## src/rtl/line_detect_stream.sv

```systemverilog
// line_detect_stream: streaming 3x3 line-detection convolver with two line buffers,
// per-pixel kernel direction and a 3-stage saturating output pipeline.
module line_detect_stream #(
  parameter int DW    = 8,
  parameter int IMG_W = 64,
  parameter int CW    = $clog2(IMG_W)
) (
  input  logic          clk,
  input  logic          rst,
  input  logic          in_valid,
  input  logic          in_sof,
  input  logic [DW-1:0] in_pix,
  input  logic [1:0]    mode,
  output logic          out_valid,
  output logic [DW-1:0] out_pix,
  output logic [CW-1:0] out_col
);
  logic [DW-1:0] lb0 [IMG_W];
  logic [DW-1:0] lb1 [IMG_W];
  logic [DW-1:0] p [9];
  logic [CW-1:0] col, c, col0, col1;
  logic [1:0]    row, r, mode0;
  logic          v0, v1, wrap;
  logic [DW+1:0] sl_c, sl;
  logic [DW+3:0] tot;
  logic [DW+2:0] so;
  logic signed [DW+3:0] y;
  assign c    = in_sof ? '0 : col;
  assign r    = in_sof ? '0 : row;
  assign wrap = c == CW'(IMG_W - 1);
  // lb0 holds the previous row, lb1 the row before that; contents need no reset
  always_ff @(posedge clk)
    if (in_valid) begin
      lb1[c] <= lb0[c];
      lb0[c] <= in_pix;
    end
  always_ff @(posedge clk or posedge rst)
    if (rst) begin
      col   <= '0;
      row   <= '0;
      v0    <= 1'b0;
      col0  <= '0;
      mode0 <= '0;
      for (int i = 0; i < 9; i++) p[i] <= '0;
    end else begin
      v0    <= in_valid && r == 2'd2 && c >= CW'(2);
      col0  <= c - CW'(1);
      mode0 <= mode;
      if (in_valid) begin
        col  <= wrap ? '0 : c + CW'(1);
        row  <= wrap && r != 2'd2 ? r + 2'd1 : r;
        p[0] <= p[1];
        p[1] <= p[2];
        p[2] <= lb1[c];
        p[3] <= p[4];
        p[4] <= p[5];
        p[5] <= lb0[c];
        p[6] <= p[7];
        p[7] <= p[8];
        p[8] <= in_pix;
      end
    end
  // S_other is derived as the full 3x3 sum minus the centre line
  always_comb begin
    tot = '0;
    for (int i = 0; i < 9; i++) tot = tot + (DW+4)'(p[i]);
    sl_c = (DW+2)'(p[4])
         + (DW+2)'(mode0 == 2'd0 ? p[3] : mode0 == 2'd1 ? p[1] : mode0 == 2'd2 ? p[0] : p[2])
         + (DW+2)'(mode0 == 2'd0 ? p[5] : mode0 == 2'd1 ? p[7] : mode0 == 2'd2 ? p[8] : p[6]);
  end
  assign y = $signed({1'b0, sl, 1'b0}) - $signed({1'b0, so});
  always_ff @(posedge clk or posedge rst)
    if (rst) begin
      v1        <= 1'b0;
      col1      <= '0;
      sl        <= '0;
      so        <= '0;
      out_valid <= 1'b0;
      out_col   <= '0;
      out_pix   <= '0;
    end else begin
      v1        <= v0;
      col1      <= col0;
      sl        <= sl_c;
      so        <= (DW+3)'(tot - (DW+4)'(sl_c));
      out_valid <= v1;
      out_col   <= col1;
      out_pix   <= y[DW+3] ? '0 : |y[DW+2:DW] ? '1 : y[DW-1:0];
    end
endmodule

```

## config.mk

```make
export PLATFORM = sky130hd
export DESIGN_NAME = line_detect_stream
export DESIGN_NICKNAME = d
export VERILOG_FILES = /design/src/rtl/line_detect_stream.sv
export SDC_FILE = /design/constraint.sdc
export NUM_CORES = 1
export LEC_CHECK = 0
export CAP_MARGIN = 30
export CORE_UTILIZATION = 60
export DETAILED_ROUTE_END_ITERATION = 12
export MAX_ROUTING_LAYER = met4
export PLACE_DENSITY_LB_ADDON = 0.15
export RECOVER_POWER = 50
export SYNTH_ARGS = -nofsm -noshare
export SYNTH_HDL_FRONTEND = slang
export SYNTH_SLANG_ARGS = --single-unit
export TNS_END_PERCENT = 20
```

## constraint.sdc

```tcl
create_clock -name clk -period 10.3 [get_ports clk]
set_clock_uncertainty 0.05 [all_clocks]
set_input_delay 3.09 -clock clk [delete_from_list [all_inputs] [get_ports clk]]
set_output_delay 3.09 -clock clk [all_outputs]
set_load 0.005 [all_outputs]
```

==> results.yml <==
worst_setup_path:
  crit_buf_inv: 4
  slowest_stage: "clkbuf_1"
  cp_max_fo: 48
  crit_path_frequent_cell: "clkbuf_1"
  cpPeakStageDelay_ns: 1.37
  start_kind: "primary input"
  reg2reg_depth: 25
  path_cells: "clkbuf_1 > clkbuf_1 > nor2b_4 > clkbuf_1 > a222oi_1 > o2111a_1 > o221a_2 > nand4_1 > buf_4"
  worst_setup_path_end_kind: "flop"
  crit_type: "in2reg"
  crit_arrival_ns: 9.46
  worst_ep_required_time_ns: 10.60
  cpLargestDelayFamily: "buffers and inverters"
  path_depth: 9
final_layout:
  instances_no_fill: 4272
  drive_above_1_share_pct: 13.78
  nNetsFinal: 3245
  syn_to_final_growth_pct: 11.39
  mostFrequentLayoutCell: "edfxtp_1"
  multiInputGateArea_um2: 12880
  n_fill_cell: 5323
  mostFrequentLayoutCells: "1,024 x edfxtp_1, 194 x mux2i_1, 136 x inv_1"
  regArea_um2: 34060
  utilization_pct: 67.83
  stdcell_area_um2: 53760
timing:
  layout_setup_ws_ns: 1.139
  setup_violations: 0
  fmax_ghz: 0.1092
  period_needed_ns: 9.161
  period_share_pct: 88.94
  tns_ns: 0
  worst_slew_pin_slew_ns: 4.319
  grt_setup_unrepaired: "no"
  finalHoldViolations: 0
  slew_viol_final: 731
  slew_headroom_pct: -187.9
  hold_ws_ns: 0.2968
clock_network:
  clock-sinks: 1156
  numCtsBuffers: 112
  h-tree-depth: 3
  cts_tree: "yes"
  root_buffer: "clkbuf_16"
  cts.clk_slew.worst_paths_ns: 0.06
  postCtsSetupBuffers: 0
  worstSkewPairLatency_ns: 0.71
  hold_buffers: 0
  ctsResizeCount: 0
  clockBufferDepth: 3
grt:
  track_usage_pct: 39.73
  grt_max_degree: 114
  grt_overflow: 0
  antenna_found_initial: 8
  first_global_vias: 29333
  grt_pass1_wl_mm: 219.0
synth:
  ys_types: 87
  yosysSeqAreaShare_pct: 70.56
  synthesis.nets: 3127
  syn_area_um2: 48260
  synth.avg_cell_area_um2: 16.08
  synth_ff_type: "edfxtp_1"
  synth_seq_cells: 1156
  ys_warn_count: 0
  synth_async_sr_flop_share_pct: 11.42
  synthCells: 3002
  synth_edf_count: 1024
drt:
  drt_iter0_drc: 4912
  firstDrtPassIters: 8
  via_count: 30129
  vias_per_cell: 7.053
  drc_errors: 0
  postRouteAntennaNets: 0
  drt_wl_total_mm: 155.4
  wl_per_cell_um: 36.37
floorplan:
  ios: 29
  rows: 103
  dieArea_um2: 81570
  die_h_um: 285.6
  start_util_pct: 60.89
  core_area_um2: 79260
  die_w_um: 285.6
place:
  pre_cts_slack_ns: 2.612
  dp_hpwl_mm: 95.22
  place_inst: 4054
  dpl_cell_area_um2: 50260
  port_buffers: 28
  gp_congestion: 1.042
power_and_ir_drop:
  power_density_nw_per_um2: 351.1
  p_total_mw: 18.87
  leakagePower_nw: 18.71
  vdd_drop_max_mv: 1.119
min_path:
  hold_class: "reg2reg"
  min_path_cells: 0
outcome:
  violations: "max-capacitance violations, max-slew violations"
  outcome: "finished with violations"
flow_run:
  maxCapViolCount: 14
area by class of cell:
type	count	share of cell area, %
clock inverters	56	1.003
well taps	1050	2.444
clock buffers	153	5.730
diodes	7	0.03259
inverters	138	0.9659
repair buffers	186	2.488
multi-input cells	1526	23.97
flip-flops and latches	1156	63.37
worst paths after layout:
check | from | to | slack, ns
max reg2reg | mode0[0] | so[10] | 2.40
min reg2reg | col1[0] | out_col[0] | 0.30
max | in_sof | lb1[4][4] | 1.14
min | col1[0] | out_col[0] | 0.30
max in group asynchronous | rst | p[10] | 4.26
min in group asynchronous | rst | out_col[2] | 3.88
layer usage:
metal | part of all wire [%] | track usage [%] | wire, µm | vias to the layer above
met4 | 7.2 | 22.17 | 11200 | 0
li1 | - | - | - | 12008
met2 | 44 | 56.29 | 67770 | 2450
met5 | 0 | - | 0 | -
met1 | 35 | 51.94 | 54510 | 15067
met3 | 14 | 11.36 | 21900 | 604
synthesized netlist by cell type (all sizes together) (12+ instances only):
| cell type | n | area share [%] |
|---|---|---|
| clkbuf | 85 | 0.66 |
| nand3 | 25 | 0.26 |
| mux2 | 81 | 1.9 |
| a221oi | 35 | 0.65 |
| buf | 97 | 1.2 |
| a21o | 12 | 0.19 |
| nor2b | 18 | 0.23 |
| xor2 | 12 | 0.22 |
| a21oi | 96 | 1.0 |
| a211oi | 33 | 0.51 |
| nor2 | 136 | 1.1 |
| o2bb2ai | 18 | 0.33 |
| xnor2 | 12 | 0.22 |
| nand2 | 87 | 0.68 |
| a31oi | 14 | 0.18 |
| mux2i | 194 | 4.0 |
| a32oi | 13 | 0.24 |
| nand2b | 19 | 0.26 |
| a2111oi | 16 | 0.36 |
| fa | 71 | 2.9 |
| dfrtp | 132 | 6.8 |
| nand3b | 30 | 0.48 |
| o22ai | 75 | 0.97 |
| a22o | 37 | 0.67 |
| o21ai | 103 | 1.1 |
| ha | 40 | 1.0 |
| mux4 | 39 | 1.8 |
| edfxtp | 1024 | 64 |
| inv | 138 | 1.1 |
| a22oi | 102 | 1.6 |
| o221ai | 22 | 0.40 |
state kept, by name, summed over array words and instances, names as in the netlist, 6 cells and up:
register  flops
lb0         512
out_pix       8
col0          6
out_col       6
col1          6
sl           10
p            72
lb1         512
so           11
col           6
kinds of logic (layout without fill, tap and decap cells):
group | after synthesis | count (layout) | share of synthesized area [%]
AND/OR/NAND/NOR | 406 | 406 | 4.431
adder cells (fa/ha/maj) | 111 | 111 | 3.982
XOR/XNOR | 24 | 24 | 0.4355
other | 0 | 7 | 0
flip-flops | 1156 | 1156 | 70.56
multiplexers | 314 | 314 | 7.741
AO/OA/AOI/OAI | 671 | 671 | 9.888
buffers and inverters | 320 | 533 | 2.963
power breakdown:
group          internal, mW  total, mW  switching, mW
clock                  2.31       4.06           1.75
combinational          3.84       8.97           5.13
sequential             5.66       5.83          0.171
Power figures use the tool's default switching activity.
